<file path="src/rtl/cdb_arbiter.sv">
// cdb_arbiter
//   Common-data-bus arbiter between the ALU and the memory unit. Each source
//   feeds a small circular FIFO; one result per cycle is granted onto the
//   registered broadcast bus (cdb_*). When both sources have a candidate, the
//   grant goes to the source that did not win last time (round robin).
//
//   Optional feature macro: CDB_BYPASS_EN
//     defined   - a result arriving at an empty FIFO competes in the same
//                 cycle (minimum latency 1 cycle)
//     undefined - every result is pushed first; arbitration sees FIFO heads
//                 only (minimum latency 2 cycles)
//
// Ports
//   clk, rst_n                 clock (rising edge), async active-low reset
//   flush                      synchronous mispredict flush
//   alu_ready/alu_res/alu_id   ALU result input
//   alu_stall                  ALU FIFO full
//   mem_ready/mem_res/mem_id   load result input
//   mem_stall                  memory FIFO full
//   cdb_ready/cdb_val/cdb_id   registered broadcast
//   cdb_src                    broadcast source: 0 = ALU, 1 = memory
//   cdb_overflow               sticky: a push was attempted while stalled

`ifndef XLEN
`define XLEN 32
`endif
`ifndef ROB_SIZE_WIDTH
`define ROB_SIZE_WIDTH 5
`endif

module cdb_arbiter #(
   parameter int unsigned DATA_WIDTH = `XLEN,
   parameter int unsigned ID_WIDTH   = `ROB_SIZE_WIDTH,
   parameter int unsigned FIFO_DEPTH = 4
) (
   input  logic                  clk,
   input  logic                  rst_n,
   input  logic                  flush,
   input  logic                  alu_ready,
   input  logic [DATA_WIDTH-1:0] alu_res,
   input  logic [ID_WIDTH-1:0]   alu_id,
   output logic                  alu_stall,
   input  logic                  mem_ready,
   input  logic [DATA_WIDTH-1:0] mem_res,
   input  logic [ID_WIDTH-1:0]   mem_id,
   output logic                  mem_stall,
   output logic                  cdb_ready,
   output logic [DATA_WIDTH-1:0] cdb_val,
   output logic [ID_WIDTH-1:0]   cdb_id,
   output logic                  cdb_src,
   output logic                  cdb_overflow
);

   localparam int unsigned PW = (FIFO_DEPTH > 1) ? $clog2(FIFO_DEPTH) : 1;
   localparam int unsigned CW = PW + 1;

`ifdef CDB_BYPASS_EN
   localparam logic BYP = 1'b1;
`else
   localparam logic BYP = 1'b0;
`endif

   // Index 0 = ALU, index 1 = memory throughout.
   logic [PW-1:0]         r_rptr [2];
   logic [PW-1:0]         r_wptr [2];
   logic [CW-1:0]         r_cnt  [2];
   logic [DATA_WIDTH-1:0] r_fdata [2][FIFO_DEPTH];
   logic [ID_WIDTH-1:0]   r_fid   [2][FIFO_DEPTH];

   logic                  r_last_grant;
   logic                  r_cdb_ready;
   logic [DATA_WIDTH-1:0] r_cdb_val;
   logic [ID_WIDTH-1:0]   r_cdb_id;
   logic                  r_cdb_src;
   logic                  r_overflow;

   logic [1:0]            w_in_rdy;
   logic [DATA_WIDTH-1:0] w_in_data [2];
   logic [ID_WIDTH-1:0]   w_in_id   [2];

   logic [1:0]            w_stall;
   logic [1:0]            w_empty;
   logic [1:0]            w_byp;
   logic [1:0]            w_cand;
   logic [DATA_WIDTH-1:0] w_cand_data [2];
   logic [ID_WIDTH-1:0]   w_cand_id   [2];

   logic                  w_gnt_v;
   logic                  w_gnt_src;
   logic [1:0]            w_gnt;
   logic [1:0]            w_push;
   logic [1:0]            w_pop;

   assign w_in_rdy     = {mem_ready, alu_ready};
   assign w_in_data[0] = alu_res;
   assign w_in_data[1] = mem_res;
   assign w_in_id[0]   = alu_id;
   assign w_in_id[1]   = mem_id;

   // Per-source status and candidate selection
   always_comb begin
      for (int unsigned s = 0; s < 2; s++) begin
         w_stall[s]     = (r_cnt[s] == CW'(FIFO_DEPTH));
         w_empty[s]     = (r_cnt[s] == '0);
         w_byp[s]       = BYP && w_empty[s] && w_in_rdy[s];
         w_cand[s]      = !w_empty[s] || w_byp[s];
         w_cand_data[s] = w_empty[s] ? w_in_data[s] : r_fdata[s][r_rptr[s]];
         w_cand_id[s]   = w_empty[s] ? w_in_id[s]   : r_fid[s][r_rptr[s]];
      end
   end

   // Round robin: on contention the source that did not win last time wins
   always_comb begin
      w_gnt_v   = |w_cand;
      w_gnt_src = (&w_cand) ? ~r_last_grant : w_cand[1];
      w_gnt     = '0;
      if (w_gnt_v && !flush)
         w_gnt[w_gnt_src] = 1'b1;
   end

   // A bypassed result that wins goes straight to the bus and is never stored;
   // a stalled push is dropped (and flagged), a flush-cycle push is discarded.
   always_comb begin
      for (int unsigned s = 0; s < 2; s++) begin
         w_push[s] = w_in_rdy[s] && !w_stall[s] && !flush && !(w_byp[s] && w_gnt[s]);
         w_pop[s]  = w_gnt[s] && !w_empty[s];
      end
   end

   // FIFO pointers and counts
   always_ff @(posedge clk or negedge rst_n) begin
      if (!rst_n) begin
         for (int unsigned s = 0; s < 2; s++) begin
            r_rptr[s] <= '0;
            r_wptr[s] <= '0;
            r_cnt[s]  <= '0;
         end
      end else begin
         for (int unsigned s = 0; s < 2; s++) begin
            if (flush) begin
               r_rptr[s] <= '0;
               r_wptr[s] <= '0;
               r_cnt[s]  <= '0;
            end else begin
               if (w_push[s])
                  r_wptr[s] <= r_wptr[s] + PW'(1);
               if (w_pop[s])
                  r_rptr[s] <= r_rptr[s] + PW'(1);
               r_cnt[s] <= r_cnt[s] + CW'(w_push[s]) - CW'(w_pop[s]);
            end
         end
      end
   end

   // FIFO storage carries no reset; validity is tracked by the counts
   always_ff @(posedge clk) begin
      for (int unsigned s = 0; s < 2; s++) begin
         if (w_push[s]) begin
            r_fdata[s][r_wptr[s]] <= w_in_data[s];
            r_fid[s][r_wptr[s]]   <= w_in_id[s];
         end
      end
   end

   // Broadcast register, arbitration history and sticky overflow
   always_ff @(posedge clk or negedge rst_n) begin
      if (!rst_n) begin
         r_cdb_ready  <= 1'b0;
         r_cdb_val    <= '0;
         r_cdb_id     <= '0;
         r_cdb_src    <= 1'b0;
         r_last_grant <= 1'b0;
         r_overflow   <= 1'b0;
      end else begin
         if (|(w_in_rdy & w_stall))
            r_overflow <= 1'b1;
         if (flush) begin
            r_cdb_ready  <= 1'b0;
            r_last_grant <= 1'b0;
         end else if (w_gnt_v) begin
            r_cdb_ready  <= 1'b1;
            r_cdb_val    <= w_cand_data[w_gnt_src];
            r_cdb_id     <= w_cand_id[w_gnt_src];
            r_cdb_src    <= w_gnt_src;
            r_last_grant <= w_gnt_src;
         end else begin
            r_cdb_ready  <= 1'b0;
         end
      end
   end

   assign alu_stall    = w_stall[0];
   assign mem_stall    = w_stall[1];
   assign cdb_ready    = r_cdb_ready;
   assign cdb_val      = r_cdb_val;
   assign cdb_id       = r_cdb_id;
   assign cdb_src      = r_cdb_src;
   assign cdb_overflow = r_overflow;

endmodule

</file>
<file path="config.mk">
export PLATFORM = sky130hd
export DESIGN_NAME = cdb_arbiter
export DESIGN_NICKNAME = d
export VERILOG_FILES = /design/src/rtl/cdb_arbiter.sv
export SDC_FILE = /design/constraint.sdc
export NUM_CORES = 1
export LEC_CHECK = 0
export CAP_MARGIN = 25
export CORE_MARGIN = 5
export CORE_UTILIZATION = 61
export DETAILED_ROUTE_END_ITERATION = 10
export MAX_ROUTING_LAYER = met4
export PLACE_DENSITY_LB_ADDON = 0.08
export SYNTH_ARGS = -nofsm -noshare
export SYNTH_HDL_FRONTEND = slang
export SYNTH_SLANG_ARGS = --single-unit
</file>
<file path="constraint.sdc">
create_clock -name clk -period 5.29 [get_ports clk]
set_input_delay 1.058 -clock clk [delete_from_list [all_inputs] [get_ports clk]]
set_output_delay 1.058 -clock clk [all_outputs]
set_load 0.02 [all_outputs]
</file>
==> flow_results.xml, run 1 <==
<?xml version="1.0" encoding="UTF-8"?>
<metrics>
  <group name="clock_tree">
    <metric name="worstSkewPairLatency" unit="ps">500</metric>
    <metric name="clock_sink_count" unit="">351</metric>
    <metric name="ctsLongestPathBuffers" unit="">3</metric>
    <metric name="cts.reportedPaths.clkPinSlew" unit="ps">60</metric>
    <metric name="cts_inserted_buffers" unit="">35</metric>
    <metric name="clock_tree_from_tritoncts" unit="">yes</metric>
    <metric name="clockRootBuffer" unit="">sky130_fd_sc_hd__clkbuf_16</metric>
    <metric name="ctsHtreeMaxLevel" unit="">2</metric>
    <metric name="number_of_resized_instances_in_the_post_cts_repair_step" unit="">0</metric>
    <metric name="cts_hold_buf" unit="">0</metric>
    <metric name="post-cts-setup-buffers" unit="">0</metric>
  </group>
  <group name="yosys">
    <metric name="synthFlopType" unit="">sky130_fd_sc_hd__edfxtp_1</metric>
    <metric name="post-synth-top-area-fraction" unit="%">67.0</metric>
    <metric name="post_synth_inst_count" unit="">649</metric>
    <metric name="synth.yosys.warnings" unit="">0</metric>
    <metric name="post-synth-top-count-cell" unit="">sky130_fd_sc_hd__edfxtp_1</metric>
    <metric name="synth.cell_area" unit="um2">13300</metric>
    <metric name="number_of_library_cell_types_mapped_by_synthesis" unit="">32</metric>
    <metric name="postSynth.asyncResetShare" unit="%">15.7</metric>
    <metric name="synth_compound_area_share" unit="%">2.24</metric>
    <metric name="synthesis.area_per_instance" unit="um2">20.4</metric>
    <metric name="synth_fa_ha_area_share" unit="%">1.43</metric>
    <metric name="edff_count_synth" unit="">296</metric>
    <metric name="synth-xor-area-share" unit="%">0.661</metric>
    <metric name="muxShareOfSynthArea" unit="%">12.7</metric>
    <metric name="synth_top_family_by_area" unit="">multiplexers</metric>
    <metric name="post_synthesis_simple_gate_area_fraction" unit="%">3.70</metric>
    <metric name="ys_top_cells_by_area" unit="">sky130_fd_sc_hd__edfxtp_1 (67%), sky130_fd_sc_hd__mux4_2 (13%), sky130_fd_sc_hd__dfrtp_1 (10%), sky130_fd_sc_hd__nor2_1 (2.2%), sky130_fd_sc_hd__o22ai_1 (1.7%)</metric>
    <metric name="synth_nets" unit="">742</metric>
    <metric name="post_synthesis_register_bit_count" unit="">351</metric>
    <metric name="netlist.top_cell.by_area" unit="">sky130_fd_sc_hd__edfxtp_1</metric>
    <metric name="ys_top_cells_by_count" unit="">sky130_fd_sc_hd__edfxtp_1 (296), sky130_fd_sc_hd__nor2_1 (79), sky130_fd_sc_hd__mux4_2 (74)</metric>
    <metric name="synth-seq-area-share" unit="%">77.4</metric>
  </group>
  <group name="floorplanning">
    <metric name="fp-row-count" unit="">54</metric>
    <metric name="die_y" unit="um">157</metric>
    <metric name="coreArea" unit="um2">21600</metric>
    <metric name="start_util" unit="%">61.3</metric>
    <metric name="number_of_i_o_pins" unit="">121</metric>
    <metric name="die_area" unit="um2">24800</metric>
    <metric name="die-width" unit="um">157</metric>
  </group>
  <group name="routing">
    <metric name="route.antenna.remaining_nets" unit="">0</metric>
    <metric name="firstDrtPassIters" unit="">5</metric>
    <metric name="route.vias.total" unit="">6578</metric>
    <metric name="dr.first_iter.drc_count" unit="">580</metric>
    <metric name="totalWireLength" unit="um">26900</metric>
    <metric name="post_dr_wirelength_cell" unit="um">24.6</metric>
    <metric name="via_to_cell_ratio" unit="">6.01</metric>
    <metric name="drc" unit="">0</metric>
  </group>
  <group name="sta">
    <metric name="layout_worst_path_cycle_share" unit="%">61.3</metric>
    <metric name="fin_setup_tns" unit="ps">0</metric>
    <metric name="max_clock_freq" unit="MHz">308</metric>
    <metric name="timing_worst_slew_pin_value" unit="ps">1020</metric>
    <metric name="finalWorstPathRequiredPeriod" unit="ps">3240</metric>
    <metric name="rsz0062_at_grt" unit="">no</metric>
    <metric name="maxSlewViolCount" unit="">0</metric>
    <metric name="setup_violations" unit="">0</metric>
    <metric name="timing.max_slew.rel_slack" unit="%">32.0</metric>
    <metric name="largest_clock_skew_in_the_final_design" unit="ps">11.4</metric>
    <metric name="hold_viol" unit="">0</metric>
  </group>
  <group name="final_layout">
    <metric name="sequential_standard_cell_area" unit="um2">10300</metric>
    <metric name="finish.net_count" unit="">882</metric>
    <metric name="insertedDiodeCount" unit="">0</metric>
    <metric name="multi_input_area" unit="um2">2780</metric>
    <metric name="final_cell_area" unit="um2">16000</metric>
    <metric name="layout-area-overhead-vs-synth" unit="%">20.6</metric>
    <metric name="final_layout_size_suffix_gt1_share" unit="%">20.5</metric>
    <metric name="final.fill_count" unit="">1278</metric>
  </group>
  <group name="setup_path">
    <metric name="critical_path.cell_chain" unit="">clkdlybuf4s50_1, inv_1, o211ai_4, inv_1, ha_1, inv_1, ha_1, inv_1, fa_1, xor2_1, xnor2_1, nor2_1</metric>
    <metric name="cpMaxStageDelayCell" unit="">sky130_fd_sc_hd__clkdlybuf4s50_1</metric>
    <metric name="timing.critical_path.to_type" unit="">flip-flop</metric>
    <metric name="worst_path_maximum_fanout" unit="">18</metric>
    <metric name="reg2reg_slack" unit="ps">2610</metric>
    <metric name="cpMostUsedCell" unit="">sky130_fd_sc_hd__inv_1</metric>
    <metric name="worst_path_required_time" unit="ps">5650</metric>
    <metric name="path_class" unit="">input port to flip-flop</metric>
    <metric name="timing.critical_path.max_delay_family" unit="">buffers and inverters</metric>
    <metric name="max_stage_delay" unit="ps">880</metric>
    <metric name="worstSetupStartpointType" unit="">input port</metric>
    <metric name="worst-path-buf-inv" unit="">5</metric>
    <metric name="timing.critical_path.arrival" unit="ps">3600</metric>
  </group>
  <group name="global_routing">
    <metric name="grt_max_degree" unit="">56</metric>
    <metric name="grt_antenna_before_repair" unit="">0</metric>
    <metric name="grt-busiest-layer" unit="">met2</metric>
    <metric name="grt_overflow_total" unit="">0</metric>
    <metric name="grt_usage" unit="%">23.0</metric>
    <metric name="groute.layer.met2.usage" unit="%">38.0</metric>
    <metric name="grtUsageMet1" unit="%">31.0</metric>
    <metric name="first_global_vias" unit="">7160</metric>
    <metric name="wire_length_of_the_first_global_routing_pass" unit="um">41100</metric>
    <metric name="met3_usage" unit="%">3.63</metric>
  </group>
  <group name="power_and_ir_drop">
    <metric name="vdd_ir_drop_max" unit="mV">0.315</metric>
    <metric name="cellLeakagePower" unit="uW">0.00532</metric>
    <metric name="power-per-cell-area" unit="nW/um2">495</metric>
  </group>
  <group name="outcome">
    <metric name="status" unit="">finished, final reports clean</metric>
  </group>
  <group name="placed_design">
    <metric name="place_hpwl" unit="um">15600</metric>
    <metric name="gp_congestion" unit="">0.789</metric>
    <metric name="io_buffers" unit="">120</metric>
    <metric name="placedInstanceArea" unit="um2">14800</metric>
  </group>
  <group name="hold_path">
    <metric name="min_path_type" unit="">flip-flop to flip-flop</metric>
  </group>
  <group name="job">
    <metric name="max-cap-violations" unit="">0</metric>
  </group>
</metrics>
-- layout make-up --
| type | count | area share [%] |
|---|---|---|
| clock inverters | 14 | 0.650 |
| multi-input cells | 254 | 17.4 |
| clock buffers | 49 | 6.26 |
| repair buffers | 133 | 8.92 |
| inverters | 14 | 0.329 |
| well taps | 280 | 2.19 |
| flip-flops and latches | 351 | 64.3 |
-- per-layer routing --
metal,wire length (um),part of all wire (%)
met5,0,0
met1,11200,41
met4,358,1.3
met2,13800,51
met3,1610,6.0
-- path summary, 6_finish.rpt --
path / cells after the start / end / start
worst min-delay path: 2 / cdb_val[30] / cdb_val[30]
worst min register to register: 2 / cdb_val[30] / cdb_val[30]
worst max-delay path: 12 / r_cnt[5] / flush
worst max register to register: 12 / r_cnt[5] / r_cnt[4]
min in group asynchronous: 2 / cdb_id[3] / rst_n
max in group asynchronous: 2 / r_rptr[0] / rst_n
-- state kept, by name, summed over array words and instances (netlist names), 4 cells and up --
name and count:
r_wptr 4, r_cnt 6, r_fid 40, r_fdata 256, cdb_val 32, r_rptr 4, cdb_id 5
-- per-stage QoR --
stage               worst slack (ps)  cells  power (uW)  utilization (%)  hold slack [ps]
global placement                1630   1022        5520             67.9              471
CTS                             2040   1089        7950             73.3              514
global route                    1880   1095        8290             73.9              531
floorplan                       2160    649        4860                -              542
detailed placement              1540   1026        5590             68.2              501
finish                          2050   1095        7910             73.9              509
-- power by group --
part	switching, uW	total, uW	internal [uW]
Combinational	935	1890	953
Clock	975	2350	1380
Sequential	326	3670	3340
Total	2240	7910	5670
-- cells by family (layout without fill, tap and decap cells) --
group           Yosys count  after routing
xor+xnor                 10             10
mux                      76             76
compound gates           45             45
flops                   351            351
buf+inv                  44            210
simple gates            109            109
fa+ha+maj                14             14
-- worst min-delay path, delay by kind of cell (launching register included) --
family / cells / cell delay (ps)
DFF: 1 / 340
and+or+nand+nor: 2 / 140
-- layout by cell type (no fill, tap or decap), types with 4 or more instances in the layout --
cell type	instances
sky130_fd_sc_hd__and2_2	8
sky130_fd_sc_hd__buf_12	9
sky130_fd_sc_hd__clkbuf_1	9
sky130_fd_sc_hd__clkbuf_16	37
sky130_fd_sc_hd__clkdlybuf4s50_1	119
sky130_fd_sc_hd__clkinv_2	6
sky130_fd_sc_hd__dfrtp_1	51
sky130_fd_sc_hd__edfxtp_1	296
sky130_fd_sc_hd__ha_1	12
sky130_fd_sc_hd__inv_1	14
sky130_fd_sc_hd__mux4_2	74
sky130_fd_sc_hd__nor2_1	79
sky130_fd_sc_hd__nor2_2	10
sky130_fd_sc_hd__o22ai_1	37
sky130_fd_sc_hd__xnor2_1	4
sky130_fd_sc_hd__xor2_1	6
Note: power is estimated with default switching activity, not from simulation.
==> run 2, diff against run 1 <==
--- a/config.mk
+++ b/config.mk
@@ -7,7 +7,7 @@
 export LEC_CHECK = 0
 export CAP_MARGIN = 25
 export CORE_MARGIN = 5
-export CORE_UTILIZATION = 61
+export CORE_UTILIZATION = 57
 export DETAILED_ROUTE_END_ITERATION = 10
 export MAX_ROUTING_LAYER = met4
 export PLACE_DENSITY_LB_ADDON = 0.08
==> constraint.sdc (replaced) <==
create_clock -name clk -period 3.1 [get_ports clk]
set_input_delay 0.62 -clock clk [delete_from_list [all_inputs] [get_ports clk]]
set_output_delay 0.62 -clock clk [all_outputs]
set_load 0.02 [all_outputs]
==> run 2 against run 1 <==
Worst setup slack worse by 1700 ps. First-iteration DRC count decreased by 13%. Clock skew fell by 2.6 ps. Sequential share of layout area fell by 0.35 points. Total power is 71% higher. Critical path depth decreased by 10. Non-clock buffer count is 16 higher. Via count is 0.11% higher. Highest routed layer unchanged.
==> flow_results.xml, run 2 (same netlist as run 1, synthesis figures left out) <==
<?xml version="1.0" encoding="UTF-8"?>
<metrics>
  <group name="sta">
    <metric name="max_clock_freq" unit="MHz">359</metric>
    <metric name="layout_worst_path_cycle_share" unit="%">89.9</metric>
    <metric name="hold_worst_slack" unit="ps">88.7</metric>
    <metric name="finalWorstPathRequiredPeriod" unit="ps">2790</metric>
    <metric name="hold_viol" unit="">0</metric>
    <metric name="rsz0062_at_grt" unit="">no</metric>
    <metric name="setup_violations" unit="">0</metric>
    <metric name="maxSlewViolCount" unit="">0</metric>
    <metric name="largest_clock_skew_in_the_final_design" unit="ps">8.71</metric>
    <metric name="timing_worst_slew_pin_value" unit="ps">724</metric>
    <metric name="timing.max_slew.rel_slack" unit="%">51.7</metric>
    <metric name="fin_setup_tns" unit="ps">0</metric>
  </group>
  <group name="global_routing">
    <metric name="grt_usage" unit="%">22.0</metric>
    <metric name="grt_antenna_before_repair" unit="">0</metric>
    <metric name="first_global_vias" unit="">7265</metric>
    <metric name="grt_overflow_total" unit="">0</metric>
    <metric name="wire_length_of_the_first_global_routing_pass" unit="um">42400</metric>
    <metric name="grt_max_degree" unit="">39</metric>
  </group>
  <group name="setup_path">
    <metric name="timing.critical_path.to_type" unit="">output port</metric>
    <metric name="worstSetupStartpointType" unit="">flip-flop</metric>
    <metric name="critical_path.reg2reg.startpoint" unit="">r_cnt[4]</metric>
    <metric name="worst_path_maximum_fanout" unit="">5</metric>
    <metric name="reg2reg_slack" unit="ps">390</metric>
    <metric name="reg2reg_depth" unit="">12</metric>
    <metric name="worst_path_required_time" unit="ps">2480</metric>
    <metric name="timing.critical_path.arrival" unit="ps">2170</metric>
    <metric name="path_class" unit="">flip-flop to output port</metric>
    <metric name="critical_path.reg2reg.endpoint" unit="">r_cnt[5]</metric>
  </group>
  <group name="floorplanning">
    <metric name="number_of_i_o_pins" unit="">121</metric>
    <metric name="coreArea" unit="um2">22800</metric>
    <metric name="die_y" unit="um">163</metric>
    <metric name="die-width" unit="um">163</metric>
    <metric name="die_area" unit="um2">26400</metric>
    <metric name="fp-row-count" unit="">55</metric>
    <metric name="start_util" unit="%">58.2</metric>
  </group>
  <group name="outcome">
    <metric name="status" unit="">finished, final reports clean</metric>
  </group>
  <group name="final_layout">
    <metric name="insertedDiodeCount" unit="">0</metric>
    <metric name="layout.cells.most_common" unit="">sky130_fd_sc_hd__edfxtp_1</metric>
    <metric name="leading_cell_types_in_the_layout_fill_and_taps_excluded" unit="">sky130_fd_sc_hd__edfxtp_1 (296), sky130_fd_sc_hd__clkdlybuf4s50_1 (119), sky130_fd_sc_hd__nor2_1 (79)</metric>
    <metric name="largest_reg_flops" unit="">256</metric>
    <metric name="fin_util" unit="%">70.6</metric>
    <metric name="finish.net_count" unit="">899</metric>
    <metric name="final_layout_size_suffix_gt1_share" unit="%">21.5</metric>
    <metric name="layout-area-overhead-vs-synth" unit="%">21.2</metric>
  </group>
  <group name="routing">
    <metric name="post_dr_wirelength_cell" unit="um">23.6</metric>
    <metric name="via_to_cell_ratio" unit="">5.75</metric>
    <metric name="dr.first_iter.drc_count" unit="">503</metric>
    <metric name="route.antenna.remaining_nets" unit="">0</metric>
    <metric name="firstDrtPassIters" unit="">5</metric>
    <metric name="drc" unit="">0</metric>
    <metric name="route.vias.total" unit="">6585</metric>
    <metric name="totalWireLength" unit="um">27000</metric>
  </group>
  <group name="clock_tree">
    <metric name="clockRootBuffer" unit="">sky130_fd_sc_hd__clkbuf_16</metric>
    <metric name="cts_inserted_buffers" unit="">36</metric>
    <metric name="cts_hold_buf" unit="">0</metric>
    <metric name="worstSkewPairLatency" unit="ps">500</metric>
    <metric name="clock_tree_from_tritoncts" unit="">yes</metric>
    <metric name="cts.reportedPaths.clkPinSlew" unit="ps">60</metric>
    <metric name="ctsHtreeMaxLevel" unit="">2</metric>
    <metric name="number_of_resized_instances_in_the_post_cts_repair_step" unit="">0</metric>
    <metric name="post-cts-setup-buffers" unit="">0</metric>
    <metric name="clock_sink_count" unit="">351</metric>
    <metric name="ctsLongestPathBuffers" unit="">3</metric>
  </group>
  <group name="power_and_ir_drop">
    <metric name="cellLeakagePower" unit="uW">0.00539</metric>
    <metric name="power-per-cell-area" unit="nW/um2">842</metric>
    <metric name="power.total" unit="uW">13500</metric>
    <metric name="vdd_ir_drop_max" unit="mV">0.488</metric>
  </group>
  <group name="placed_design">
    <metric name="gp_congestion" unit="">0.778</metric>
    <metric name="place_hpwl" unit="um">16500</metric>
    <metric name="io_buffers" unit="">120</metric>
  </group>
  <group name="hold_path">
    <metric name="min_path_type" unit="">input port to async pin</metric>
  </group>
  <group name="job">
    <metric name="max-cap-violations" unit="">0</metric>
  </group>
</metrics>
## run 2: changes by cell type in the layout (fill, tap and decap cells not counted)
cell                         delta
sky130_fd_sc_hd__clkinvlp_4     -1
sky130_fd_sc_hd__clkinv_4       -2
sky130_fd_sc_hd__bufinv_16      +1
sky130_fd_sc_hd__buf_12         -4
sky130_fd_sc_hd__clkbuf_8       -2
sky130_fd_sc_hd__clkinv_1       +4
sky130_fd_sc_hd__clkbuf_1       +1
sky130_fd_sc_hd__buf_16         -1
sky130_fd_sc_hd__buf_4         +21
## run 2: cell type report
class                           instances  area (um2)
Clock buffer                           48         977
Clock inverter                         16         124
Fill cell                            1406        6710
Inverter                               14        52.6
Multi-Input combinational cell        254        2780
Sequential cell                       351       10300
Tap cell                              313         392
Timing Repair Buffer                  149        1480
## run 2: where the power goes
group          switching, uW  total, uW  internal (uW)
registers                478       6190           5710
clock network           1640       4010           2380
logic                   1700       3340           1640
## run 2: worst max-delay path: stages, from the launching register on
cell and delay [ps]:
sky130_fd_sc_hd__dfrtp_1 450, sky130_fd_sc_hd__nor3b_1 510, sky130_fd_sc_hd__clkdlybuf4s50_1 710
## run 2: metrics by stage
stage	setup WS, ps	instance area [um2]	cells
after floorplan	361	13300	649
after global placement	254	15000	1081
after detailed placement	102	15000	1081
after CTS	320	16100	1145
after global routing	163	16100	1145
final	312	16100	1145
## run 2: worst max-delay path by stage
stage | from | end | depth (start not counted)
global route | r_cnt[4] | r_cnt[5] | 12
CTS | r_cnt[4] | alu_stall | 2
floorplan | r_cnt[4] | r_cnt[5] | 12
global placement | flush | r_cnt[5] | 12
finish | r_cnt[4] | alu_stall | 2
detailed placement | mem_ready | r_cnt[2] | 12
## run 2: per-layer routing
layer,vias to the layer above,global-route usage [%],share of wire (%)
met3,40,3.90,6.2
li1,2901,-,-
met5,-,-,0
met4,0,4.92,1.6
met1,3439,30.4,42
met2,205,35.3,50
